===== config.mk =====
export PLATFORM = sky130hd
export DESIGN_NAME = pal_cfg_loader
export DESIGN_NICKNAME = d
export VERILOG_FILES = /design/src/rtl/pal_pkg.sv /design/src/rtl/pal_cfg_loader.sv
export SDC_FILE = /design/constraint.sdc
export NUM_CORES = 1
export LEC_CHECK = 0
export CORE_UTILIZATION = 57
export DETAILED_ROUTE_END_ITERATION = 16
export PLACE_DENSITY = 0.81
export SETUP_SLACK_MARGIN = 0.15
export SYNTH_ARGS = -nofsm -noshare
export SYNTH_HDL_FRONTEND = slang
export SYNTH_SLANG_ARGS = --single-unit

===== constraint.sdc =====
create_clock -name CLK -period 4.4 [get_ports CLK]
set_input_delay 1.1 -clock CLK [delete_from_list [all_inputs] [get_ports CLK]]
set_output_delay 1.1 -clock CLK [all_outputs]
set_load 0.005 [all_outputs]

===== src/rtl/pal_pkg.sv =====
// pal_pkg: shared state encoding and bitstream length helper for the PAL and its loader
package pal_pkg;
  typedef enum logic [2:0] {IDLE, FETCH, SETUP, PULSE, DONE_ST} state_t;
  function automatic int pal_bitstream_len(input int n, input int m, input int p);
    return 2 * n * p + p * m;
  endfunction
endpackage


===== src/rtl/pal_cfg_loader.sv =====
// pal_cfg_loader: serialises handshaked configuration words onto the PAL CFG/CLK shift chain
module pal_cfg_loader
  import pal_pkg::*;
#(
  parameter int N = 4,
  parameter int M = 1,
  parameter int P = 3,
  parameter int W = 8
) (
  input  logic         CLK,
  input  logic         RST_N,
  input  logic         START,
  input  logic [W-1:0] DIN,
  input  logic         DIN_VALID,
  output logic         DIN_READY,
  output logic         BUSY,
  output logic         DONE,
  output logic         PAL_CLK,
  output logic         PAL_CFG
);
  localparam int LEN = pal_bitstream_len(N, M, P);
  localparam int BW = $clog2(LEN + 1);
  localparam int IW = W > 1 ? $clog2(W) : 1;
  localparam logic [BW-1:0] LAST_BIT = BW'(LEN - 1);
  localparam logic [BW-1:0] CNT_MAX = BW'(LEN);
  localparam logic [IW-1:0] LAST_IDX = IW'(W - 1);
  state_t state, next;
  logic [W-1:0] sreg, shifted;
  logic [BW-1:0] cnt;
  logic [IW-1:0] idx;
  logic accept;
  assign accept = state == FETCH && DIN_VALID && DIN_READY;
  assign shifted = sreg >> 1;
  // cnt is the stream index of the bit being pulsed, so the last bit ends the load
  always_comb begin
    next = state;
    case (state)
      IDLE:    next = START ? FETCH : IDLE;
      FETCH:   next = accept ? SETUP : FETCH;
      SETUP:   next = PULSE;
      PULSE:   next = cnt == LAST_BIT ? DONE_ST : idx == LAST_IDX ? FETCH : SETUP;
      DONE_ST: next = IDLE;
      default: next = IDLE;
    endcase
  end
  always_ff @(posedge CLK) begin
    if (!RST_N) state <= IDLE;
    else state <= next;
  end
  // Outputs are registered from the next state so they line up with the state register
  always_ff @(posedge CLK) begin
    if (!RST_N) begin
      DIN_READY <= 1'b0;
      BUSY <= 1'b0;
      DONE <= 1'b0;
      PAL_CLK <= 1'b0;
      PAL_CFG <= 1'b0;
      sreg <= '0;
      cnt <= '0;
      idx <= '0;
    end else begin
      DIN_READY <= next == FETCH;
      BUSY <= next inside {FETCH, SETUP, PULSE};
      DONE <= next == DONE_ST;
      PAL_CLK <= next == PULSE;
      if (state == IDLE && START) begin
        cnt <= '0;
        idx <= '0;
      end
      if (accept) begin
        sreg <= DIN;
        idx <= '0;
        PAL_CFG <= DIN[0];
      end
      if (state == PULSE) begin
        if (cnt != CNT_MAX) cnt <= cnt + 1'b1;
        if (idx != LAST_IDX) idx <= idx + 1'b1;
        if (next == SETUP) begin
          sreg <= shifted;
          PAL_CFG <= shifted[0];
        end
      end
    end
  end
endmodule


# ---- Yosys cells after proc, flatten, opt, wreduce, memory -nomap -nowiden
# Index checks and enable logic that the tools add are counted.
dict set report word_totals {
  ff_bits 24
  latch_bits 0
  mem_bits_rw 0
  mem_bits_ro 0
  inputBits 12
  out_inout_bits 5
  wordCells 45
  memories 0
}
dict set report classes {
  n_addsub 2
  mul 0
  div 0
  order_cmp 0
  eq_ne 11
  shifts 0
  muxes 18
  n_bitwise 0
  reduce_logical 5
}
# operator count
set op_table {}
lappend op_table {{2-to-1 mux 8 bit} 3}
lappend op_table {{2-to-1 mux 3 bit} 5}
lappend op_table {{2-to-1 mux 5 bit} 3}
lappend op_table {{== test 3 x 2 -> 1 bit, second input constant} 4}
lappend op_table {{one-hot mux 3 bit (4 select lines)} 1}
lappend op_table {{== test 3 x 1 -> 1 bit, second input constant} 2}
lappend op_table {{== test 3 bit, second input constant} 2}
lappend op_table {{adder 5 x 1 -> 5 bit, second input constant} 1}
lappend op_table {{== test 5 bit, second input constant} 1}
lappend op_table {{inequality test 5 bit, second input constant} 1}
lappend op_table {{2-to-1 mux 1 bit} 4}
lappend op_table {{2-to-1 mux 2 bit} 2}
lappend op_table {{adder 3 x 1 -> 3 bit, second input constant} 1}
lappend op_table {{logical AND 1 bit} 3}
lappend op_table {{zero test 3 bit} 1}
lappend op_table {{inequality test 3 bit, second input constant} 1}
lappend op_table {{nonzero test 3 bit} 1}

# ---- Logic depth before layout (Yosys ltp)
dict set report logic_depth {
  depth_word 8
  mapped_depth 6
  mapped_depth_nobuf 5
}

# ---- Worst setup path before layout
# No wires, ideal clock.
dict set report synth_path {
  path_type {input port to flip-flop}
  from {input START}
  to {register idx[1]}
  setup_ps 117
  arrival_ps 1985
  required_time_ps 4283
  setup_slack_ps 2297
  path_stages 4
  n_path_buf 1
  cell_sequence {or4b_1 buf_2 a21boi_4 a32o_1}
}
dict set report synth_between {
  elab_chain_len 5
}
# element line
set synth_lines {}
lappend synth_lines {{from (decl)} pal_cfg_loader.sv:12} ;# input logic START,
lappend synth_lines {{logical AND 1 bit (*)} pal_cfg_loader.sv:66} ;# if (state == IDLE && START) begin
lappend synth_lines {{2-to-1 mux 3 bit (*)} pal_cfg_loader.sv:66}
lappend synth_lines {{2-to-1 mux 3 bit (*)} pal_cfg_loader.sv:70} ;# if (accept) begin
lappend synth_lines {{2-to-1 mux 3 bit} pal_cfg_loader.sv:77} ;# if (idx != LAST_IDX) idx <= idx + 1'b1;
lappend synth_lines {{2-to-1 mux 3 bit (*)} pal_cfg_loader.sv:75} ;# if (state == PULSE) begin
lappend synth_lines {{to (signal assigned)} pal_cfg_loader.sv:77}
lappend synth_lines {{to (decl)} pal_cfg_loader.sv:30} ;# logic [IW-1:0] idx;
# Mark *: on every way between the ends. The rest lies on a longest branch, timed or not.
# A chain may end at the register's enable or synchronous reset.

# ---- Final worst setup path
dict set report layout_path {
  from {input START}
  to {register idx[2]}
}
# Same word-level chain as after synthesis.

==> metrics.json <==
{
  "maximum_fanout_along_the_worst_path": 8,
  "ys_warn_count": 0,
  "finalHoldViolations": 0,
  "synth_sequential_area_ratio_pct": 38.74,
  "start_util_pct": 60.59,
  "cp-start-kind": "input port",
  "cts_post_setup_buffers_inserted": 0,
  "antenna_found_initial": 0,
  "clock_pin_transition_on_the_worst_setup_and_hold_timing_paths_ns": 0.13,
  "cts_repair_resize_count": 0,
  "remaining_drc_errors": 0,
  "dr_total_vias": 1058,
  "clk-insertion-delay-late_ns": 0.32,
  "io-pin-count": 17,
  "first_global_vias": 877,
  "worstPathArrival_ns": 2.60,
  "cts_root_buffer": "clkbuf_4",
  "detailed_place_hpwl_um": 1762,
  "setup_violations": 0,
  "h-tree-depth": 1,
  "cts_inserted_buffers": 3,
  "antenna_cells_inserted": 0,
  "synth_area_per_cell_um2": 9.359,
  "synth_ff_type": "dfxtp_1",
  "layout_min_cycle_time_ns": 2.370,
  "timing_limited_maximum_frequency_mhz": 422.0,
  "die-height_um": 47.67,
  "hold_start": "idx[0]",
  "syn2layout_area_growth_pct": 13.26,
  "slew_violations": 0,
  "worst_path_largest_cell_delay_ns": 0.61,
  "worst_r2r_path_depth": 5,
  "core_area_um2": 1962,
  "initialDrtViolationCount": 44,
  "worstReg2RegEnd": "sreg[5]",
  "worst-slew-pin-transition_ns": 0.4784,
  "cts.sinks": 23,
  "worstHoldPathType": "flip-flop to flip-flop",
  "worstSetupEndpointType": "flip-flop",
  "placement.io_buffers": 16,
  "synthesis.instances": 127,
  "regToRegSetupSlack_ns": 2.32,
  "finish.net_count": 155,
  "global_route.usage.total_pct": 25.66,
  "min_to": "idx[0]",
  "post_synthesis_register_bit_count": 23,
  "synthDominantAreaCellType": "dfxtp_1",
  "startpoint": "START",
  "place_ws_ns": 1.670,
  "fp.dieArea_um2": 2272,
  "critPathRequiredTime_ns": 4.63,
  "synth_edf_count": 0,
  "viasPerCell": 6.412,
  "async_reset_ff_share_pct": 0,
  "fin_tns_setup_ns": 0,
  "route.antenna.remaining_nets": 0,
  "mean_routed_wirelength_per_cell_um": 15.72,
  "pwr_density_cell_nw_per_um2": 308.7,
  "synth_top_area_share_pct": 38.74,
  "p_leak_nw": 0.4713,
  "ranking_of_synthesized_cells_by_area": "dfxtp_1 (39%), a311oi_1 (5.2%), nand3_1 (4.6%)",
  "yosys.cell_count.top_type": "dfxtp_1",
  "timing.critical_path.slowest_stage_cell": "or4b_1",
  "globalplace.congestion": 0.7668,
  "maxCapViolCount": 0,
  "final_min_period_over_clock_period_pct": 53.86,
  "mappedNetlistArea_um2": 1189,
  "worst_clock_skew_ns": 0.005794,
  "timing_worst_setup_path_type": "input port to flip-flop",
  "cts-root-to-sink-buffers": 2,
  "drive_gt1_share_pct": 5.797,
  "min_path_cells": 2,
  "overflow": 0,
  "worst_ir_drop_vdd_mv": 0.2375,
  "setup_slack_ns": 2.030,
  "wire_length_of_the_first_global_routing_pass_um": 3995,
  "postCtsHoldBufs": 0,
  "cts_tree": "built",
  "synth.cells.most_frequent": "dfxtp_1 (23), nand3_1 (11), nor3_1 (9), o21ai_0 (9), a311oi_1 (7)",
  "crit_chain": "clkdlybuf4s50_1, or4b_1, a21boi_4, a32o_1",
  "outcome": "finished, final reports clean",
  "finalWirelength_um": 2593,
  "rsz0062_at_grt": "false",
  "placementRows": 16,
  "grt_max_degree": 16,
  "reg2reg_from": "idx[0]",
  "relSlewSlack_pct": 67.93,
  "die_width_um": 47.67,
  "mappedNetlistNets": 143,
  "drt_pass1_iterations": 4,
  "synth.lib_cells_used.distinct": 41
}
==> placed cells by master (no fill, tap or decap), drive strengths merged, types with 2 or more instances in the layout <==
cell type / n
inv: 5
or3: 3
and3: 2
o2111ai: 2
and4b: 2
dfxtp: 23
nand3: 11
ha: 4
a311oi: 7
nor2: 2
and3b: 2
nand4b: 3
nor3: 9
a21boi: 2
o211ai: 4
nand4: 2
o21ai: 9
clkdlybuf4s50: 16
a32o: 2
clkbuf: 4
nand2b: 4
a21oi: 4
nand3b: 3
==> flip-flops by register name (all words and copies together), names as in the netlist <==
| name | flops |
|---|---|
| DIN_READY | 1 |
| idx | 3 |
| PAL_CLK | 1 |
| cnt | 5 |
| PAL_CFG | 1 |
| DONE | 1 |
| sreg | 7 |
| state | 3 |
| BUSY | 1 |
==> area by class of cell <==
class	count	area (um2)
well taps	27	33.78
fillers	178	615.6
repair buffers	16	160.2
inverters	5	18.77
clock buffers	4	26.28
multi-input cells	90	646.9
flip-flops and latches	23	460.4
==> worst max path at each step <==
stage / to / slack [ns] / depth (start not counted)
after floorplan: idx[1] / 2.30 / 4
after global placement: idx[1] / 1.71 / 4
after detailed placement: idx[2] / 1.67 / 4
after CTS: idx[2] / 2.02 / 4
after global routing: idx[2] / 1.99 / 4
final: idx[2] / 2.03 / 4
==> kinds of logic (layout without fill, tap and decap cells) <==
kind of cell | Yosys count | count (layout) | share of synthesized area (%)
compound gates | 35 | 35 | 22.53
fa+ha+maj | 4 | 4 | 4.211
buf+inv | 14 | 25 | 6.841
flops | 23 | 23 | 38.74
mux | 1 | 1 | 0.8421
simple gates | 50 | 50 | 26.84
==> power by group <==
part            total, W  switching [W]  internal (W)
logic          0.0000828      0.0000430     0.0000398
clock network  0.0000998      0.0000643     0.0000355
registers       0.000233      0.0000115      0.000222
==> routing by layer <==
| metal | global-route usage (%) | part of all wire, % |
|---|---|---|
| met1 | 33.94 | 47 |
| met2 | 39.18 | 49 |
| met3 | 7.925 | 4.0 |
| met4 | 10.00 | 0.46 |
| met5 | 0 | 0 |
==> metrics by stage <==
stage	utilization, %	cell area, um2	std cells	hold slack (ns)	power (W)
2_1_floorplan	-	1189	127	0.4675	0.0002944
3_3_place_gp	67.28	1320	161	0.4844	0.0003167
3_5_place_dp	67.28	1320	161	0.4908	0.0003197
4_1_cts	68.62	1346	165	0.5151	0.0004169
5_1_grt	68.62	1346	165	0.5405	0.0004354
6_report	68.62	1346	165	0.5171	0.0004156
==> worst max-delay path: cells and delay by family <==
kind / cells / cell delay, ns
AND/OR/NAND/NOR: 1 / 0.61
AO/OA/AOI/OAI: 2 / 0.42
buffers and inverters: 1 / 0.46
Power figures use the tool's default switching activity.
